## config.mk

```make
export PLATFORM = sky130hd
export DESIGN_NAME = ps2_key_tracker
export DESIGN_NICKNAME = d
export VERILOG_FILES = /design/src/rtl/ps2_pkg.sv /design/src/rtl/ps2_prefix_fsm.sv /design/src/rtl/ps2_key_tracker.sv
export SDC_FILE = /design/constraint.sdc
export NUM_CORES = 1
export LEC_CHECK = 0
export BUFFER_PORTS_ARGS = -buffer_cell sky130_fd_sc_hd__buf_2
export CORE_MARGIN = 4
export CORE_UTILIZATION = 30
export DETAILED_ROUTE_END_ITERATION = 6
export PLACE_DENSITY_LB_ADDON = 0.05
export SLEW_MARGIN = 20
export SYNTH_ARGS = -nofsm -noshare
export SYNTH_HDL_FRONTEND = slang
export SYNTH_SLANG_ARGS = --single-unit
```

## constraint.sdc

```tcl
create_clock -name clk -period 2.3 [get_ports clk]
set_clock_uncertainty 0.05 [all_clocks]
set_input_delay 0.46 -clock clk [delete_from_list [all_inputs] [get_ports clk]]
set_output_delay 0.46 -clock clk [all_outputs]
set_load 0.005 [all_outputs]
```

## src/rtl/ps2_pkg.sv

```systemverilog
// ps2_pkg: PS/2 byte values, default key scancodes and the prefix
// state type shared by the key tracker and its prefix decoder.
package ps2_pkg;

    localparam logic [7:0] PS2_EXT      = 8'hE0;
    localparam logic [7:0] PS2_BRK      = 8'hF0;
    localparam logic [7:0] PS2_BAT_OK   = 8'hAA;
    localparam logic [7:0] PS2_BAT_FAIL = 8'hFC;
    localparam logic [7:0] PS2_OVR0     = 8'h00;
    localparam logic [7:0] PS2_OVR1     = 8'hFF;

    localparam logic [7:0] KEY_W = 8'h1D;
    localparam logic [7:0] KEY_S = 8'h1B;
    localparam logic [7:0] KEY_I = 8'h43;
    localparam logic [7:0] KEY_K = 8'h42;

    typedef enum logic [1:0] {
        ST_IDLE,
        ST_EXT,
        ST_BRK,
        ST_EXT_BRK
    } prefix_state_t;

    // Keyboard self-test results and overrun markers drop every held key.
    function automatic logic is_flush(input logic [7:0] b);
        return (b == PS2_BAT_OK) || (b == PS2_BAT_FAIL) ||
               (b == PS2_OVR0)   || (b == PS2_OVR1);
    endfunction

    function automatic logic is_prefix(input logic [7:0] b);
        return (b == PS2_EXT) || (b == PS2_BRK);
    endfunction

endpackage

```

## src/rtl/ps2_prefix_fsm.sv

```systemverilog
// ps2_prefix_fsm: decodes E0/F0 prefixes into one key event per byte.
// Define PS2_KEY_TRACKER_TIMEOUT_EN to abandon stale prefixes.
module ps2_prefix_fsm
    import ps2_pkg::*;
#(
    parameter int TIMEOUT_CYC = 1_000_000
) (
    input  logic       clk,
    input  logic       reset,
    input  logic       rx_tick,
    input  logic [7:0] rx_data,
    output logic       ev_valid,
    output logic       ev_ext,
    output logic       ev_make,
    output logic [7:0] ev_code,
    output logic       ev_flush,
    output logic       ev_err
);

    prefix_state_t state;
    prefix_state_t state_nxt;
    logic          timeout;

`ifdef PS2_KEY_TRACKER_TIMEOUT_EN
    localparam int CW = (TIMEOUT_CYC > 2) ? $clog2(TIMEOUT_CYC) : 1;

    logic [CW-1:0] tmo_cnt;

    always_ff @(posedge clk) begin
        if (reset || rx_tick || state == ST_IDLE) begin
            tmo_cnt <= '0;
        end else begin
            tmo_cnt <= tmo_cnt + 1'b1;
        end
    end

    // A byte arriving on the expiry cycle takes priority over the timeout.
    assign timeout = !rx_tick && (state != ST_IDLE) &&
                     (tmo_cnt == CW'(TIMEOUT_CYC - 1));
`else
    assign timeout = 1'b0;
`endif

    always_ff @(posedge clk) begin
        if (reset) begin
            state <= ST_IDLE;
        end else begin
            state <= state_nxt;
        end
    end

    always_comb begin
        state_nxt = state;
        if (rx_tick) begin
            unique case (1'b1)
                rx_data == PS2_EXT: state_nxt = ST_EXT;
                rx_data == PS2_BRK: state_nxt = (state == ST_EXT) ?
                                                ST_EXT_BRK : ST_BRK;
                default:            state_nxt = ST_IDLE;
            endcase
        end else if (timeout) begin
            state_nxt = ST_IDLE;
        end
    end

    logic in_brk;

    assign in_brk = (state == ST_BRK) || (state == ST_EXT_BRK);

    always_comb begin
        ev_valid = 1'b0;
        ev_flush = 1'b0;
        ev_err   = timeout;
        ev_ext   = (state == ST_EXT) || (state == ST_EXT_BRK);
        ev_make  = (state == ST_IDLE) || (state == ST_EXT);
        ev_code  = rx_data;
        if (rx_tick) begin
            unique case (1'b1)
                is_prefix(rx_data): ev_err = in_brk;
                (state == ST_IDLE) && is_flush(rx_data): ev_flush = 1'b1;
                default: ev_valid = 1'b1;
            endcase
        end
    end

endmodule

```

## src/rtl/ps2_key_tracker.sv

```systemverilog
// ps2_key_tracker: held/press/release tracking for a table of PS/2 keys.
// Define PS2_KEY_TRACKER_TIMEOUT_EN to enable the prefix timeout.
module ps2_key_tracker
    import ps2_pkg::*;
#(
    parameter int                    N_KEYS      = 4,
    parameter logic [N_KEYS*9-1:0]   KEY_CODES   = {9'h0_42, 9'h0_43,
                                                    9'h0_1B, 9'h0_1D},
    parameter int                    TIMEOUT_CYC = 1_000_000
) (
    input  logic              clk,
    input  logic              reset,
    input  logic              rx_tick,
    input  logic [7:0]        rx_data,
    output logic [N_KEYS-1:0] key_down,
    output logic [N_KEYS-1:0] key_press,
    output logic [N_KEYS-1:0] key_release,
    output logic              seq_error
);

    logic       ev_valid;
    logic       ev_ext;
    logic       ev_make;
    logic [7:0] ev_code;
    logic       ev_flush;
    logic       ev_err;

    ps2_prefix_fsm #(
        .TIMEOUT_CYC (TIMEOUT_CYC)
    ) u_fsm (
        .clk      (clk),
        .reset    (reset),
        .rx_tick  (rx_tick),
        .rx_data  (rx_data),
        .ev_valid (ev_valid),
        .ev_ext   (ev_ext),
        .ev_make  (ev_make),
        .ev_code  (ev_code),
        .ev_flush (ev_flush),
        .ev_err   (ev_err)
    );

    logic [N_KEYS-1:0] hit;
    logic [N_KEYS-1:0] down_nxt;

    // Duplicate table entries simply light several hit bits at once.
    for (genvar i = 0; i < N_KEYS; i++) begin : g_match
        assign hit[i] = ev_valid &&
                        (KEY_CODES[9*i +: 9] == {ev_ext, ev_code});
        assign down_nxt[i] = ev_flush ? 1'b0 :
                             hit[i]   ? ev_make : key_down[i];
    end

    always_ff @(posedge clk) begin
        if (reset) begin
            key_down    <= '0;
            key_press   <= '0;
            key_release <= '0;
            seq_error   <= 1'b0;
        end else begin
            key_down    <= down_nxt;
            key_press   <= down_nxt & ~key_down;
            key_release <= key_down & ~down_nxt;
            seq_error   <= ev_err;
        end
    end

endmodule
```

Word level (Yosys, flattened, before mapping). Index checks and enable logic that the tools add are counted.

Bits in registers: 15. Output and inout bits: 13. Word-level logic and storage cells: 53. Input port bits: 11.

Reductions and logical operators: 16. Bitwise operators: 6. Equal/unequal tests: 12. Mux-type cells: 14.

Operators with widths (number): $eq 8x8->1 const B (5); $eq 5x9->1 const A (2); $eq 7x9->1 const A (2); $mux 1 (13); $and 4x4->4 (2); $logic_not 8->1 (1); $not 4->4 (2); $logic_or 1x1->1 (7); $logic_and 1x1->1 (5); $eq 2x2->1 const B (2); $pmux 2 s2 (1); $reduce_or 3->1 (1); $eq 2x1->1 const B (1); $logic_not 2->1 (1); $not 1->1 (2); $reduce_or 2->1 (1).

Longest topological paths before layout. Gate-level depths: netlist of run 1.

Depth after elaboration: 13. Gate-level depth with buffers: 6. Depth with buffers taken out: 4.

By module. A second synthesis of run 1 with hierarchy kept.

Cells, all modules: 86. Area, all modules: 798.3 sq um.

Modules (own cells, without submodules): ps2_key_tracker (instances 1, cells an instance 51, area an instance 519.2 sq um); ps2_prefix_fsm (instances 1, cells an instance 35, area an instance 279.0 sq um).

Worst setup path before layout of run 1. Ideal clock, no wire load.

Path kind: input to register. From: input rx_data[4]. To: register key_press[0]. Arrival time: 1.737 ns. Cell stages on the path: 6. Required time: 2.118 ns. Slack: 0.381 ns. Path buffers: 2. Cell sequence: clkbuf_1 > or4_1 > a211oi_1 > or3_1 > clkbuf_1 > nor4b_1.

Longest elaborated chain between the ends: 12.

Ends and longest elaborated chain: start, declared (line ps2_key_tracker.sv:14) `input logic [7:0] rx_data,`; $eq 8x8->1 (line ps2_pkg.sv:26) `return (b == PS2_BAT_OK) || (b == PS2_BAT_FAIL) ||`; $logic_or 1x1->1 (2 in a row) (line ps2_pkg.sv:26); $logic_or 1x1->1 (line ps2_pkg.sv:27) `(b == PS2_OVR0) || (b == PS2_OVR1);`; $logic_and 1x1->1 (line ps2_prefix_fsm.sv:80) `(state == ST_IDLE) && is_flush(rx_data): ev_flush = 1'b1;`; $reduce_or 2->1 (no line); $mux 1 (line ps2_prefix_fsm.sv:78) `unique case (1'b1)`; $mux 1 (line ps2_prefix_fsm.sv:77) `if (rx_tick) begin`; $logic_and 1x1->1 (line ps2_key_tracker.sv:48) `assign hit[i] = ev_valid &&`; $mux 1 (line ps2_key_tracker.sv:51) `hit[i] ? ev_make : key_down[i];`; $mux 1 * (line ps2_key_tracker.sv:50) `assign down_nxt[i] = ev_flush ? 1'b0 :`; $and 4x4->4 * (line ps2_key_tracker.sv:62) `key_press <= down_nxt & ~key_down;`; end signal, assigned (line ps2_key_tracker.sv:62); end, declared (line ps2_key_tracker.sv:16) `output logic [N_KEYS-1:0] key_press,`.

Every way passes the cells marked *; elsewhere a longest branch is shown, timed or not. A chain may end at the register's enable or synchronous reset.

Final worst setup path of run 1.
From: register u_fsm.state[0]. To: register key_release[2].

Longest elaborated chain between the ends: 10.

Ends and longest elaborated chain: start, declared (line ps2_prefix_fsm.sv:20) `prefix_state_t state;`; start signal, assigned (line ps2_prefix_fsm.sv:48) `state <= state_nxt;`; $logic_not 2->1 (line ps2_prefix_fsm.sv:75, ps2_prefix_fsm.sv:80); $logic_and 1x1->1 (line ps2_prefix_fsm.sv:80); $reduce_or 2->1 (no line); $mux 1 (line ps2_prefix_fsm.sv:78); $mux 1 (line ps2_prefix_fsm.sv:77); $logic_and 1x1->1 (line ps2_key_tracker.sv:48); $mux 1 (line ps2_key_tracker.sv:51); $mux 1 * (line ps2_key_tracker.sv:50); $not 4->4 * (line ps2_key_tracker.sv:63) `key_release <= key_down & ~down_nxt;`; $and 4x4->4 * (line ps2_key_tracker.sv:63); end signal, assigned (line ps2_key_tracker.sv:63); end, declared (line ps2_key_tracker.sv:17) `output logic [N_KEYS-1:0] key_release,`.

Marked as above.

==> metrics, run 1 <==
CTS resizes 0; gr usage total 0.117; drt wl/cell between 10 and 15 µm; ys async rst share 0; maximum clock rate ~540 MHz; unrepaired setup endpoints after global routing no; post-synthesis sequential area ratio 0.414; drt total wl between 1500 and 2000 µm; largest net degree at the start of global routing 13; Final Max Slew Viols 0; CTS Sinks 15; Worst Hold Class input pin to flop; buffer depth of the longest clock path 2; drt first pass iters 4; Die Wd around 57 µm; Worst path depth 4; first-pass GRT wire length roughly 3000 µm; reg2reg path depth 4; core box area roughly 2300 µm²; Tmin final 1.84 ns; worst skew pair latency approximately 0.27 ns; Post-Syn Area between 700 and 800 µm²; vias per cell ~5.0; Final nets roughly 120; Syn Area/Cell between 9 and 10 µm²; CP delay by family, top simple AND/OR/NAND/NOR gates; CP startpoint u_fsm.state[0]$_SDFFE_PP0P_; initial antenna violation count 0; Yosys cell types 30; Leak 0.000359 µW; Die ar. around 3300 µm²; Power Dens Cells between 400 and 500 nW/µm²; Worst-Margin Slew roughly 0.54 ns; synth top area cells dfxtp_1 41%, mux2i_1 5.5%, a21oi_1 4.1%; crit path to key_release[2]$_SDFF_PP0_; # diodes 0; H-tree depth 1; Vias ~660; GRT overflow 0; fillers roughly 250; Die Ht 57.2 µm; Buffers on Ports 23; post-CTS setup buffers 0; Synth area leader dfxtp_1; Root Buffer clkbuf_4; syn nets 90; slowest stage delay, CP just under 0.6 ns; Crit Path Class flop to flop; starting DRC count in detailed routing 14; Main synth FF type dfxtp_1; critical path arrival roughly 2.0 ns; worst r2r dst key_release[2]$_SDFF_PP0_; crit share post-route 0.799; buffers plus inverters on the worst setup path 0; CTS tree built; CTS buffer count 3; FF-to-FF Start u_fsm.state[0]$_SDFFE_PP0P_; CTS clk-pin slew, worst paths approximately 0.090 ns; Layout area overhead 24.0%; maxcap violations 0; top cell type's share of synthesized area 0.414; Starting Density 0.322; Design Power 443 µW; Worst Path Max Fanout 5; # rows 17; setup TNS 0 ns; hold_buf cts 0; Ys Warns 0; CP startpoint kind flop; Post-synth EDFFs 0; Worst EP required between 2 and 2.5 ns; share of cells above drive strength 1 0.317; max_slew headroom 0.635; CP max stage cell or4b_4; gpl congestion around 0.73; vias in the first global route between 600 and 700; crit-path cells or4b_4, or4_4, or2_0, a21oi_1; # setup viols final 0; kind of end point of the critical path flop; VDD IR-drop max between 0.4 and 0.5 mV; number of nets with antenna violations after routing 0; cells after synthesis a little under 80; Final Hold Viols 0; status complete, no violations; hpwl dp between 1000 and 1500 µm; DR DRC count 0; # IOs 24; FF-to-FF setup slack about 0.46 ns; Yosys reg bits 15
-- routing by layer --
layer	vias to the layer above	share of wire	wire length [µm]	GRT usage
li1	348	-	-	-
met1	295	0.48	843	0.160
met2	19	0.46	812	0.179
met3	2	0.057	101	0.0430
met4	0	0.0068	12	0.0199
met5	-	0	0	0
-- per-stage QoR --
stage	instances	cell area, µm²	util	hold WS, ns	setup slack [ns]
final	132	900	0.399	0.347	0.463
after global routing	132	900	0.399	0.348	0.381
after CTS	132	900	0.399	0.334	0.466
after detailed placement	128	872	0.387	0.411	0.248
after global placement	128	872	0.387	0.405	0.262
after floorplan	79	726	-	0.403	0.381
-- how the worst min path moves through the flow --
stage	start	end	slack, ns	depth (start not counted)
global placement	key_down[2]$_SDFF_PP0_	key_release[2]$_SDFF_PP0_	0.41	2
CTS	reset	u_fsm.state[0]$_SDFFE_PP0P_	0.33	2
floorplan	key_down[0]$_SDFF_PP0_	key_release[0]$_SDFF_PP0_	0.40	2
finish	reset	u_fsm.state[0]$_SDFFE_PP0P_	0.35	2
global route	reset	u_fsm.state[0]$_SDFFE_PP0P_	0.35	2
detailed placement	key_down[2]$_SDFF_PP0_	key_release[2]$_SDFF_PP0_	0.41	2
-- flip-flops by register name, indices dropped and copies added (netlist names) --
signal and count:
u_fsm.state 2, key_press 4, seq_error 1, key_down 4, key_release 4
-- power by group --
part           internal [µW]  total, µW  switching (µW)  leakage, µW
clock network           64.3        142            77.4    0.0000177
registers                260        260           0.214     0.000121
logic                   15.6       41.7            26.0     0.000221
-- worst reg2reg max path, cell delays in order, from the launching register on --
cell and delay (ns):
dfxtp_1 0.35, or4b_4 0.58, or4_4 0.45, or2_0 0.21
a21oi_1 0.13
-- synth_stat cells, drive strengths merged, types with 2 or more instances --
cell and number:
nand2b 2, inv 3, nand3 3, nand2 5
o21ai 2, nor4 6, or4 4, nor2 4
dfxtp 15, clkbuf 3, a21oi 6, nor2b 2
or3 2, nor4b 3, nand4b 3, mux2i 4
-- cell families after synthesis --
group	share of synthesized area
and+or+nand+nor	0.412
DFF	0.414
AOI/OAI and AO/OA	0.0759
buffers and inverters	0.0310
muxes	0.0552
xor gates and xnor gates	0.0121
-- placed cells by master, fill, tap and decap left out, types with 2 or more instances in the layout --
cell	count
a21oi_1	6
buf_2	23
clkbuf_4	3
dfxtp_1	15
inv_1	3
mux2i_1	4
nand2_1	5
nand2b_1	2
nand3_1	3
nand4b_1	3
nor2_1	4
nor2b_1	2
nor4_1	4
nor4_2	2
nor4b_1	3
o21ai_0	2
or3_1	2
or4_1	3
-- cell type report --
class / count / area (µm²) / area share
multi-input cells: 58 / 403 / 0.448
clock inverters: 1 / 5.00 / 0.00556
clock buffers: 3 / 22.5 / 0.0250
flip-flops and latches: 15 / 300 / 0.334
repair buffers: 24 / 123 / 0.136
inverters: 3 / 11.3 / 0.0125
well taps: 28 / 35.0 / 0.0389
Power figures use the tool's default switching activity.
==> inputs of run 2 (changes only) <==
Clock period 2.3 ns to 1.9 ns, I/O delays scaled along.
==> run 2 against run 1 <==
Compared with the run above: critical path depth unchanged; worst hold slack got worse by 0.072 ns; clock power increased by 23%; die area unchanged; via count increased by 6.6%; utilization increased by 3.2 points; first-iteration DRC count decreased by 7.1%; critical endpoint unchanged; highest routed layer is now met3.
==> metrics, run 2 (synthesis results as in run 1) <==
Layout area overhead 34.0%; Top Registers key_down: 4 flops, key_press: 4 flops, key_release: 4 flops; Starting Density 0.322 (unchanged); Final nets 124 (+6.9%); WL met2 897 µm (+10%); # IOs 24 (unchanged); gpl congestion 0.730 (+0.72%); CP startpoint u_fsm.state[0]$_SDFFE_PP0P_; hpwl dp 1430 µm (+5.4%); Crit Path Class flop to flop; CP startpoint kind flop; maximum clock rate 551 MHz (+1.3%); CP delay by family, top simple AND/OR/NAND/NOR gates; CTS tree built; drt total wl 1810 µm (+2.5%); max_slew headroom 0.732 (+0.0968); Placed Area 945 µm² (+8.3%); FF-to-FF setup slack 0.09 ns (-0.38 ns); crit share post-route 0.954 (+0.156); Worst Hold Class input pin to flop; drt first pass iters 3 (-1); gr usage total 0.122 (+0.00482); Worst path depth 4 (unchanged); drt wl/cell 13.0 µm (-3.3%); dpl cells 136 (+6.3%); # setup viols final 0 (unchanged); Vias 708 (+6.6%); crit-path cells or4b_4, or4_4, or2_0, a21oi_1; Root Buffer clkbuf_4; # rows 17 (unchanged); vias in the first global route 682 (+8.6%); number of nets with antenna violations after routing 0 (unchanged); GRT overflow 0 (unchanged); maxcap violations 0 (unchanged); fin worst setup slack 0.0867 ns (-0.377 ns); Final Hold Viols 0 (unchanged); kind of end point of the critical path flop; met3 wire len 83 µm (-18%); DR DRC count 0 (unchanged); Die Ht 57.2 µm (unchanged); unrepaired setup endpoints after global routing no; post-route insts no fill 140 (+6.1%); Buffers on Ports 23 (unchanged); hold_sp reset; CTS Sinks 15 (unchanged); CP max stage cell or4b_4; largest net degree at the start of global routing 13 (unchanged); Power Dens Cells 567 nW/µm² (+15%); Leak 0.000402 µW (+12%); post-CTS setup buffers 0 (unchanged); worst r2r dst key_release[2]$_SDFF_PP0_; slowest stage delay, CP 0.57 ns (about the same); Worst-Margin Slew 0.398 ns (-0.144 ns); vias per cell 5.06 (+0.53%); Worst EP required 2.06 ns (-0.40 ns); dpl ws -0.0780 ns (-0.326 ns); Die ar. 3270 µm² (unchanged); CTS clk-pin slew, worst paths 0.08 ns (about the same); initial antenna violation count 0 (unchanged); FF-to-FF Start u_fsm.state[0]$_SDFFE_PP0P_; top routing layer used met3; DRT met1 WL 833 µm (-1.2%); Worst Path Max Fanout 5 (unchanged); VDD IR-drop max 0.590 mV (+45%); buffer depth of the longest clock path 2 (unchanged); commonest non-fill, non-tap cell in the layout buf_2; core box area 2250 µm² (unchanged); crit path to key_release[2]$_SDFF_PP0_; most frequent cells in the layout 23 x buf_2, 14 x dfxtp_1, 8 x buf_4, 6 x a21oi_1, 5 x nand2_1; status complete, no violations; CTS buffer count 3 (unchanged); hold_buf cts 0 (unchanged); share of cells above drive strength 1 0.366 (+0.0488); reg2reg path depth 4 (unchanged); first-pass GRT wire length 3130 µm (+3.2%); Tmin final 1.81 ns (-0.0234 ns); Finished Cell Area 972 µm² (+8.1%); Final Max Slew Viols 0 (unchanged); Die Wd 57.2 µm (unchanged); starting DRC count in detailed routing 13 (-1); H-tree depth 1 (unchanged); worst skew pair latency 0.28 ns (about the same); buffers plus inverters on the worst setup path 0 (unchanged); # diodes 0 (unchanged); critical path arrival 1.97 ns (-0.03 ns)
==> run 2: power by group <==
group	switching [µW]	internal, µW	total [µW]
Sequential	0.262	314	315
Combinational	33.6	28.5	62.2
Clock	93.4	81.4	175
Total	127	424	552
==> run 2: layout make-up <==
type / count / area [µm²]
Multi-Input combinational cell: 58 / 403
Inverter: 3 / 11.3
Tap cell: 28 / 35.0
Fill cell: 241 / 1280
Clock buffer: 4 / 26.3
Sequential cell: 15 / 302
Timing Repair Buffer: 32 / 195
==> run 2: how the worst min path moves through the flow <==
stage                                        to  slack (ns)  cells after the start
floorplan           u_fsm.state[0]$_SDFFE_PP0P_        0.40                      1
global placement      key_release[2]$_SDFF_PP0_        0.40                      2
detailed placement    key_release[2]$_SDFF_PP0_        0.42                      2
CTS                 u_fsm.state[0]$_SDFFE_PP0P_        0.27                      2
global route        u_fsm.state[0]$_SDFFE_PP0P_        0.28                      2
finish              u_fsm.state[0]$_SDFFE_PP0P_        0.28                      2
==> run 2: stage by stage <==
step | power (µW) | TNS (ns) | hold slack [ns] | utilization
4_1_cts | 561 | 0 | 0.274 | 0.431
3_3_place_gp | 384 | -0.0539 | 0.403 | 0.419
5_1_grt | 582 | 0 | 0.277 | 0.431
3_5_place_dp | 384 | -0.0780 | 0.415 | 0.419
6_report | 552 | 0 | 0.275 | 0.431
2_1_floorplan | 345 | 0 | 0.399 | -
==> run 2: per-layer routing <==
layer	GRT usage	up-vias
met2	0.194	12
met1	0.158	332
li1	-	364
met4	0.0298	0
met5	0	-
met3	0.0430	0
==> run 2: timing repair <==
action	4_1_cts	5_1_grt
endpoints found under the hold margin	0	0
setup endpoints to repair	0	1
gates resized for setup	0	1
==> inputs of run 3 (changes only) <==
Settings changed: PLACE_DENSITY_LB_ADDON 0.05 to not set.
==> run 3 against run 2 <==
Compared with the run above: sequential cell count unchanged; count of clock-buffer cells in the layout unchanged; global-route usage up 0.63 points.
==> metrics, run 3 (synthesis results as in run 1) <==
status complete, no violations; post-CTS setup buffers 0 (unchanged); starting DRC count in detailed routing 9 (-4); Starting Density 0.322 (unchanged); Leak 0.000393 µW (-2.3%); post-route insts no fill 139 (-0.71%); share of cells above drive strength 1 0.360 (-0.00571); CP max stage cell or4b_4; buffers plus inverters on the worst setup path 0 (unchanged); vias per cell 5.25 (+3.8%); # rows 17 (unchanged); # diodes 0 (unchanged); number of nets with antenna violations after routing 0 (unchanged); Worst EP required 2.07 ns (about the same); Placed Area 925 µm² (-2.1%); Crit Path Class flop to flop; max_slew headroom 0.619 (-0.114); Power Dens Cells 577 nW/µm² (+1.7%); Buffers on Ports 23 (unchanged); initial antenna violation count 0 (unchanged); drt wl/cell 13.7 µm (+6.0%); Final nets 123 (-0.81%); top routing layer used met4; Root Buffer clkbuf_4; commonest non-fill, non-tap cell in the layout buf_2; kind of end point of the critical path flop; vias in the first global route 721 (+5.7%); # IOs 24 (unchanged); Worst Hold Class input pin to flop; CP startpoint kind flop; Die ar. 3270 µm² (unchanged); gr usage total 0.128 (+0.00628); DR DRC count 0 (unchanged); core box area 2250 µm² (unchanged); Vias 730 (+3.1%); Worst Path Max Fanout 4 (-1); CTS buffer count 3 (unchanged); H-tree depth 1 (unchanged); Layout area overhead 31.9%; VDD IR-drop max 0.410 mV (-30%); # setup viols final 0 (unchanged); most frequent cells in the layout 23 x buf_2, 15 x dfxtp_1, 8 x buf_4, 6 x a21oi_1, 5 x nand2_1; maximum clock rate 550 MHz (-0.23%); Final Hold Viols 0 (unchanged); drt first pass iters 4 (+1); crit share post-route 0.957 (+0.00221); CTS Sinks 15 (unchanged); drt total wl 1910 µm (+5.2%); Final Max Slew Viols 0 (unchanged); CTS tree built; maxcap violations 0 (unchanged); CTS clk-pin slew, worst paths 0.08 ns (about the same); buffer depth of the longest clock path 2 (unchanged); Layout Utilization 0.425 (-0.00666); GRT overflow 0 (unchanged); Die Ht 57.2 µm (unchanged); dpl cells 135 (-0.74%); hpwl dp 1500 µm (+5.5%); critical path arrival 1.98 ns (about the same); crit-path cells or4b_4, or4_4, or2_0, a21oi_1; largest net degree at the start of global routing 13 (unchanged); Die Wd 57.2 µm (unchanged); Top Registers key_down: 4 flops, key_press: 4 flops, key_release: 4 flops; worst skew pair latency 0.28 ns (about the same); WL met2 955 µm (+6.5%); Design Power 552 µW (+0.11%); DRT met1 WL 810 µm (-2.8%); Tmin final 1.82 ns (+0.00420 ns); CP delay by family, top simple AND/OR/NAND/NOR gates; slowest stage delay, CP 0.58 ns (about the same); unrepaired setup endpoints after global routing no; Finished Cell Area 957 µm² (-1.5%); Worst-Margin Slew 0.567 ns (+0.168 ns); gpl congestion 0.886 (+21%); first-pass GRT wire length 3290 µm (+5.3%); met3 wire len 97 µm (+17%)
[run 3: path summary, 6_finish.rpt]
path / startpoint / to / slack (ns) / depth (start not counted)
max: u_fsm.state[0]$_SDFFE_PP0P_ / key_release[2]$_SDFF_PP0_ / 0.08 / 4
min: reset / u_fsm.state[0]$_SDFFE_PP0P_ / 0.27 / 2
max reg2reg: u_fsm.state[0]$_SDFFE_PP0P_ / key_release[2]$_SDFF_PP0_ / 0.08 / 4
min reg2reg: key_down[1]$_SDFF_PP0_ / key_release[1]$_SDFF_PP0_ / 0.43 / 2
[run 3: cell type report]
cell class | count | area [µm²]
Inverter | 3 | 11.3
Sequential cell | 15 | 300
Fill cell | 254 | 1300
Multi-Input combinational cell | 58 | 409
Timing Repair Buffer | 31 | 175
Clock buffer | 4 | 26.3
Tap cell | 28 | 35.0
[run 3: power by group]
group | switching [µW] | internal (µW)
Clock | 96.7 | 81.6
Combinational | 33.7 | 25.6
Sequential | 0.248 | 314
Total | 131 | 421
[run 3: per-layer routing]
metal | track usage | vias to the layer above
met3 | 0.0362 | 7
met2 | 0.220 | 18
met1 | 0.146 | 344
met4 | 0.0596 | 0
li1 | - | 361
met5 | 0 | -
[run 3: timing repair]
item	4_1_cts	5_1_grt
resized for setup	0	1
endpoints found under the setup margin	0	2
hold buffers	0	0
[run 3: worst reg2reg max path: stages (launching register included)]
cell and delay, ns:
dfxtp_1 0.33, or4b_4 0.58, or4_4 0.45, or2_0 0.22, a21oi_1 0.13
[run 3: metrics by stage]
step	setup WS, ns	TNS, ns	hold slack [ns]
after floorplan	0.0606	0	0.399
after global placement	-0.0487	-0.0487	0.404
after detailed placement	-0.0862	-0.255	0.413
after CTS	0.0591	0	0.259
after global routing	0.0161	0	0.257
final	0.0825	0	0.267
